<file path="config.mk">
export PLATFORM = sky130hd
export DESIGN_NAME = nn_layer_seq_flat
export DESIGN_NICKNAME = d
export VERILOG_FILES = /design/src/rtl/nn_pkg.sv /design/src/rtl/nn_layer_seq_if.sv /design/src/rtl/nn_neuron_acc.sv /design/src/rtl/nn_layer_seq.sv /design/src/flat_wrapper.sv
export SDC_FILE = /design/constraint.sdc
export NUM_CORES = 1
export LEC_CHECK = 0
export BUFFER_PORTS_ARGS = -buffer_cell sky130_fd_sc_hd__buf_2
export CORE_MARGIN = 3
export CORE_UTILIZATION = 60
export CTS_CLUSTER_DIAMETER = 80
export DETAILED_ROUTE_END_ITERATION = 16
export PLACE_DENSITY = 0.81
export REMOVE_ABC_BUFFERS = 1
export SYNTH_ARGS = -nofsm -noshare
export SYNTH_HDL_FRONTEND = slang
export SYNTH_SLANG_ARGS = --single-unit
</file>
<file path="constraint.sdc">
create_clock -name clk -period 4.62 [get_ports clk]
set_input_delay 0 -clock clk [delete_from_list [all_inputs] [get_ports clk]]
set_output_delay 0 -clock clk [all_outputs]
set_load 0.1 [all_outputs]
</file>
<file path="src/rtl/nn_pkg.sv">
// Shared constants for the binary-input perceptron layer:
// FSM encoding and config-image / accumulator sizing helpers.
package nn_pkg;

  localparam logic [1:0] S_IDLE = 2'd0;
  localparam logic [1:0] S_RUN  = 2'd1;
  localparam logic [1:0] S_DONE = 2'd2;

  function automatic int acc_width(input int w_w, input int n_in);
    return w_w + $clog2(n_in + 1);
  endfunction

  function automatic int n_cfg(input int n_out, input int n_in);
    return n_out * (n_in + 1);
  endfunction

  function automatic int idx_width(input int n);
    return (n > 1) ? $clog2(n) : 1;
  endfunction

endpackage

</file>
<file path="src/rtl/nn_layer_seq_if.sv">
// Config stream and evaluate request/response bundle
// of the perceptron layer.
interface nn_layer_seq_if #(
  parameter int N_IN  = 8,
  parameter int N_OUT = 8,
  parameter int W_W   = 8
) ();

  logic             cfg_valid;
  logic             cfg_ready;
  logic [W_W-1:0]   cfg_data;
  logic             cfg_loaded;
  logic             start;
  logic [N_IN-1:0]  x_in;
  logic             busy;
  logic             done;
  logic [N_OUT-1:0] y_out;

  modport master (
    output cfg_valid, cfg_data, start, x_in,
    input  cfg_ready, cfg_loaded, busy, done, y_out
  );

  modport slave (
    input  cfg_valid, cfg_data, start, x_in,
    output cfg_ready, cfg_loaded, busy, done, y_out
  );

endinterface

</file>
<file path="src/rtl/nn_neuron_acc.sv">
// One neuron: weight file, threshold and serial accumulator;
// activation is a strict compare of acc against threshold.
module nn_neuron_acc
  import nn_pkg::*;
#(
  parameter int N_IN = 8,
  parameter int W_W  = 8
) (
  input  logic                           clk,
  input  logic                           rst_n,
  input  logic                           i_wen,
  input  logic [idx_width(N_IN)-1:0]     i_widx,
  input  logic                           i_ten,
  input  logic [W_W-1:0]                 i_data,
  input  logic                           i_clear,
  input  logic                           i_step,
  input  logic                           i_x_bit,
  input  logic [idx_width(N_IN)-1:0]     i_idx,
  output logic                           o_act
);

  localparam int ACC_W = acc_width(W_W, N_IN);

  logic [W_W-1:0]   r_w [N_IN];
  logic [W_W-1:0]   r_thr;
  logic [ACC_W-1:0] r_acc;

  always_ff @(posedge clk) begin
    if (!rst_n) begin
      for (int k = 0; k < N_IN; k++) r_w[k] <= '0;
      r_thr <= '0;
      r_acc <= '0;
    end else begin
      if (i_wen) r_w[i_widx] <= i_data;
      if (i_ten) r_thr <= i_data;
      if (i_clear)
        r_acc <= '0;
      else if (i_step && i_x_bit)
        r_acc <= r_acc + ACC_W'(r_w[i_idx]);
    end
  end

  assign o_act = r_acc > ACC_W'(r_thr);

endmodule

</file>
<file path="src/rtl/nn_layer_seq.sv">
// Perceptron layer: input-serial MAC over N_IN cycles, all
// neurons in parallel, with a streamed weight/threshold image.
module nn_layer_seq
  import nn_pkg::*;
#(
  parameter int N_IN  = 8,
  parameter int N_OUT = 8,
  parameter int W_W   = 8
) (
  input logic           clk,
  input logic           rst_n,
  nn_layer_seq_if.slave bus
);

  localparam int NCFG = n_cfg(N_OUT, N_IN);
  localparam int NWT  = N_OUT * N_IN;
  localparam int PW   = idx_width(NCFG);
  localparam int IW   = idx_width(N_IN);
  localparam int NW   = idx_width(N_OUT);

  logic [1:0]       r_state;
  logic [PW-1:0]    r_ptr;
  logic             r_loaded;
  logic [IW-1:0]    r_i;
  logic [N_IN-1:0]  r_x;
  logic [N_OUT-1:0] r_y;
  logic             r_done;

  logic             w_start_acc;
  logic             w_cfg_acc;
  logic             w_is_thr;
  logic [NW-1:0]    w_sel;
  logic [IW-1:0]    w_widx;
  logic [N_OUT-1:0] w_act;

  assign bus.cfg_ready  = (r_state == S_IDLE) && !bus.start;
  assign bus.cfg_loaded = r_loaded;
  assign bus.busy       = (r_state == S_RUN);
  assign bus.done       = r_done;
  assign bus.y_out      = r_y;

  assign w_start_acc = bus.start && (r_state == S_IDLE);
  assign w_cfg_acc   = bus.cfg_valid && bus.cfg_ready;

  // Map the flat config pointer onto neuron/weight or threshold slot.
  always_comb begin
    int p;
    p        = int'(r_ptr);
    w_is_thr = (p >= NWT);
    w_sel    = '0;
    w_widx   = '0;
    if (w_is_thr) begin
      w_sel = NW'(p - NWT);
    end else begin
      w_sel  = NW'(p / N_IN);
      w_widx = IW'(p % N_IN);
    end
  end

  for (genvar g = 0; g < N_OUT; g++) begin : g_neu
    nn_neuron_acc #(.N_IN(N_IN), .W_W(W_W)) u_acc (
      .clk     (clk),
      .rst_n   (rst_n),
      .i_wen   (w_cfg_acc && !w_is_thr && (w_sel == NW'(g))),
      .i_widx  (w_widx),
      .i_ten   (w_cfg_acc && w_is_thr && (w_sel == NW'(g))),
      .i_data  (bus.cfg_data),
      .i_clear (w_start_acc),
      .i_step  (r_state == S_RUN),
      .i_x_bit (r_x[r_i]),
      .i_idx   (r_i),
      .o_act   (w_act[g])
    );
  end

  always_ff @(posedge clk) begin
    if (!rst_n) begin
      r_ptr    <= '0;
      r_loaded <= 1'b0;
    end else if (w_cfg_acc) begin
      if (r_ptr == PW'(NCFG - 1)) begin
        r_ptr    <= '0;
        r_loaded <= 1'b1;
      end else begin
        r_ptr <= r_ptr + 1'b1;
      end
    end
  end

  always_ff @(posedge clk) begin
    if (!rst_n) begin
      r_state <= S_IDLE;
      r_i     <= '0;
      r_x     <= '0;
      r_y     <= '0;
      r_done  <= 1'b0;
    end else begin
      r_done <= 1'b0;
      case (r_state)
        S_IDLE: begin
          if (bus.start) begin
            r_x     <= bus.x_in;
            r_i     <= '0;
            r_state <= S_RUN;
          end
        end
        S_RUN: begin
          r_i <= r_i + 1'b1;
          if (r_i == IW'(N_IN - 1)) r_state <= S_DONE;
        end
        S_DONE: begin
          r_y     <= w_act;
          r_done  <= 1'b1;
          r_state <= S_IDLE;
        end
        default: r_state <= S_IDLE;
      endcase
    end
  end

endmodule
</file>
<file path="src/flat_wrapper.sv">
// flat-port wrapper written by rule: the top's interface ports become plain ports
module nn_layer_seq_flat import nn_pkg::*;
#(
  parameter int N_IN  = 8,
  parameter int N_OUT = 8,
  parameter int W_W   = 8
)
  (clk, rst_n, bus_cfg_valid, bus_cfg_data, bus_start, bus_x_in, bus_cfg_ready, bus_cfg_loaded, bus_busy, bus_done, bus_y_out);
  nn_layer_seq_if #(.N_IN(N_IN), .N_OUT(N_OUT), .W_W(W_W)) bus_i ();
  input logic clk;
  input logic rst_n;
  input wire logic [$bits(bus_i.cfg_valid)-1:0] bus_cfg_valid;
  input wire logic [$bits(bus_i.cfg_data)-1:0] bus_cfg_data;
  input wire logic [$bits(bus_i.start)-1:0] bus_start;
  input wire logic [$bits(bus_i.x_in)-1:0] bus_x_in;
  output wire logic [$bits(bus_i.cfg_ready)-1:0] bus_cfg_ready;
  output wire logic [$bits(bus_i.cfg_loaded)-1:0] bus_cfg_loaded;
  output wire logic [$bits(bus_i.busy)-1:0] bus_busy;
  output wire logic [$bits(bus_i.done)-1:0] bus_done;
  output wire logic [$bits(bus_i.y_out)-1:0] bus_y_out;
  assign bus_i.cfg_valid = bus_cfg_valid;
  assign bus_i.cfg_data = bus_cfg_data;
  assign bus_i.start = bus_start;
  assign bus_i.x_in = bus_x_in;
  assign bus_cfg_ready = bus_i.cfg_ready;
  assign bus_cfg_loaded = bus_i.cfg_loaded;
  assign bus_busy = bus_i.busy;
  assign bus_done = bus_i.done;
  assign bus_y_out = bus_i.y_out;
  nn_layer_seq #(.N_IN(N_IN), .N_OUT(N_OUT), .W_W(W_W)) u_core (.clk(clk), .rst_n(rst_n), .bus(bus_i));
endmodule
</file>
==> run summary <==
In this run the critical register-to-register path is captured at u_core.g_neu[7].u_acc.r_acc[8]. The global-route wire length before repair is 132 mm, and the maximum number of pins on one net before global-route repair is 112. The total length of routed wires came out at 85.1 mm. The maximum fanout along the worst path works out to 37.

The dominant combinational cell family by area after synthesis was simple AND/OR/NAND/NOR gates. The top-area cell type share of the netlist area was 43.5%; the flop and latch count out of synthesis was 705. The worst hold path belongs to the class input port to flip-flop. Setup repair after global routing left no endpoint under its margin. For the pin with the worst max-slew slack, the measured transition is 1.17 ns. The count of pins over their slew limit came out at 0.

For this run, the number of Yosys warnings is 0. Post-synthesis compound-gate area fraction: 6.91%. The longest clock path from root to sink contains 3 buffers. After floorplanning, the core was divided into 88 placement rows. The die footprint is 61900 sq um, and the synthesized area divided by synthesized cell count is 12.5 sq um. Cell type with the largest total area after synthesis: edfxtp_1. Once placement completed, the tool counted placed cells totaling 3502. After clock tree synthesis, the clock-pin slew on the worst setup and hold paths is 0.06 ns.

The post-synthesis to final-layout area growth works out to 10.1%. Beginning of the worst hold path: bus_cfg_valid. The tools report the initial core utilization as 60.9%. With fillers left out, the area of the finished cells amounts to 38900 sq um.

Global routing used 27.4% of the available tracks across all layers. The signal on the critical path passes through buf_4, mux4_2, mux2_2, ha_1, inv_1, fa_1, nor2b_1, o2111ai_1, and3_1, or4_1, a21oi_1. Of the total synthesized cell area, the portion taken by AND, OR, NAND and NOR gates is 16.8%. The tools report the number of global-route vias before repair as 22800.

The cell sitting at the root of the clock tree is a clkbuf_16. Among all flip-flop cells after synthesis, the most frequent one is edfxtp_1. Setup violations remaining at the end of the flow were counted as 0. The post-route minimum period is 3.75 ns, and the arrival time of the worst setup path is 4.27 ns. Max-cap violations in this run came to 0.

For the final hold violation count, the log shows 0. The tools report the capture endpoint of the worst hold path as u_core.r_ptr[0]. After legalization and detailed placement, the total HPWL measured 53.7 mm. The fraction of registers with async set or reset after synthesis was 0%. The run finished with clean final reports. The power density over cell area works out to 365 nW/um^2. The tools report the static leakage as 14.6 nW. The worst hold path passes through 5 cells. Port buffering added 31 buffers. The logs give 0 for the remaining global-route overflow and 0 for the DRC violation count after routing.

The run gives 2 as the initial antenna violation count. The tree built by TritonCTS fans out to 705 sinks. The number of buffers and inverters on the critical path is 2.

Final net count: 2992. In the post-synthesis netlist, the biggest area contributors are edfxtp_1 (43%), dfxtp_1 (11%), and2_1 (9.3%), mux4_2 (8.3%), ha_1 (4.7%). Overall power consumption after layout is estimated at 14.2 mW. The synthesized netlist devotes 1.29% of its cell area to XOR and XNOR gates.

The final critical path takes up 81.1% of the cycle. Of the post-synthesis cell area, the part taken by muxes is 12.5%. The first-iteration detailed-routing DRC count was 2342; the area share of fa/ha/maj cells after synthesis was 5.13%. The synthesized netlist occupies a cell area of 35300 sq um. 32 I/O pins were placed. Buffers inserted during clock tree synthesis total 74. The average vias per placed instance is 6.23. By startpoint and endpoint, the worst setup path is classified as flip-flop to flip-flop. After detailed routing, the average wire length per cell comes to 23.3 um.

Post-CTS timing repair inserted 0 buffers for setup. The worst setup path is captured at a flip-flop. The run gives 8 as the number of search-and-repair iterations in the first detailed-routing pass. The tools report the standard cell core area as 58000 sq um. The die is 249 um tall. The biggest cell delay along the critical path works out to 0.76 ns. Critical path launch point type: a flip-flop. The number of cells on the worst reg-to-reg path was 11; the clock latency on the worst-skew pair was 0.62 ns. The count of different cell masters after synthesis was 63. H-tree depth: 3. At the worst endpoint, the required time is 5.15 ns. The run gives 0.966 ns as the setup slack at placement. The post-synthesis sequential area ratio is 54.4%. The worst-case IR drop observed on VDD is 0.000329 V. The tools report the tightest slew margin relative to the limit as 21.0%. The cell with the biggest individual delay on the critical path was dfxtp_4.

Across all register-to-register paths, the minimum setup slack is 0.87 ns. The placer's final routability congestion estimate was 0.877. The number of synthesized flops with an enable pin works out to 512. The clock arrives with 0.0194 ns of skew. Synthesis produced 2835 cells. Cells with a size suffix above 1 make up 15.4% of the layout. The highest achievable clock rate was 267 MHz; the horizontal die dimension was 249 um.

For the remaining antenna violation count, the log shows 0. In this run the cell area measured after placement is 36200 sq um. The finished layout holds 3657 standard cells, fillers aside. In this run the number of cells on the critical path is 11.

The kind of cell with the highest combined delay along the critical path is simple AND/OR/NAND/NOR gates. TritonCTS built the clock tree. For this block, the via count after detailed routing is 22800. The tools report the slack of the critical path as 0.874 ns.
[metal layers]
layer / up-vias / wire length, um / track usage [%]
li1: 10300 / - / -
met5: - / 0 / 0
met1: 11300 / 34300 / 37.5
met3: 189 / 7410 / 4.49
met2: 1045 / 40400 / 44.6
met4: 0 / 2960 / 10.5
[Yosys cell counts (76+ instances only)]
library cell    n
and2_1        528
edfxtp_1      512
dfxtp_1       193
nand2_1       158
clkbuf_1      133
ha_1          132
mux4_2        130
a21oi_1       114
nor2_1         89
nor2b_1        78
inv_1          77
mux2i_1        76
[timing repair]
item                       4_1_cts  5_1_grt
setup endpoints to repair        0        0
hold buffers                    19        0
hold endpoints to repair        46        0
resized for setup                0        0
[report_power, final]
| group | leakage (nW) | switching (mW) | internal [mW] |
|---|---|---|---|
| sequential | 6.67 | 0.107 | 6.97 |
| clock | 1.21 | 2.49 | 3.63 |
| combinational | 6.70 | 0.600 | 0.394 |
[logic make-up (layout without fill, tap and decap cells)]
group                    after synthesis  count (layout)
adder cells (fa/ha/maj)              140             140
other                                  0               1
AO/OA/AOI/OAI                        372             372
XOR/XNOR                              52              52
multiplexers                         269             269
buffers and inverters                263             319
AND/OR/NAND/NOR                     1034            1034
flip-flops                           705             705
[tightest hold or removal path, cell delays in order]
cell,delay [ns]
buf_2,0.09
nor4b_2,0.14
buf_4,0.19
xnor2_1,0.15
nor2_1,0.04
[worst max-delay path by stage]
stage / endpoint
5_1_grt: u_core.g_neu[4].u_acc.r_acc[10]
3_3_place_gp: u_core.g_neu[4].u_acc.r_acc[10]
6_report: u_core.g_neu[7].u_acc.r_acc[8]
4_1_cts: u_core.g_neu[7].u_acc.r_acc[8]
2_1_floorplan: u_core.g_neu[2].u_acc.r_acc[10]
3_5_place_dp: u_core.g_neu[6].u_acc.r_acc[10]
[per-stage QoR]
step                      hold slack (ns)  utilization [%]  setup TNS [ns]
after floorplan                     0.122                -         -276.30
after global placement              0.257             62.4               0
after detailed placement            0.265             62.4               0
after CTS                          0.0101             67.0               0
after global routing               0.0815             67.0               0
final                              0.0388             67.0               0
[cell usage in the layout (no fill, tap or decap), drive strengths merged, types with 25 or more instances in the layout]
cell	synthesis	final
a21oi	114	114
ha	132	132
inv	77	79
mux2	62	62
mux2i	77	77
clkinv	1	25
a21o	28	28
mux4	130	130
nor2b	78	78
nor2	104	104
clkbuf	134	95
nand2b	39	39
buf	51	87
xnor2	43	43
nor3	40	40
o21ai	73	73
nand2	159	159
dfxtp	193	193
edfxtp	512	512
and2	528	528
[registers in the layout (all words and copies together), names as in the netlist, named ones only]
signal,cells
u_core.bus.done,1
u_core.r_i,3
u_core.r_state,2
u_core.r_ptr,7
u_core.g_neu.u_acc.r_acc,96
u_core.bus.cfg_loaded,1
u_core.r_x,8
u_core.g_neu.u_acc.r_thr,64
u_core.g_neu.u_acc.r_w,512
u_core.bus.y_out,8
[final cells by class]
type	count	area, sq um
inverters	78	293
repair buffers	106	843
flip-flops and latches	705	19200
multi-input cells	1867	15100
clock inverters	40	437
well taps	765	957
fillers	3940	19100
diodes	1	2.50
clock buffers	95	2040
Note: power is estimated with default switching activity, not from simulation.
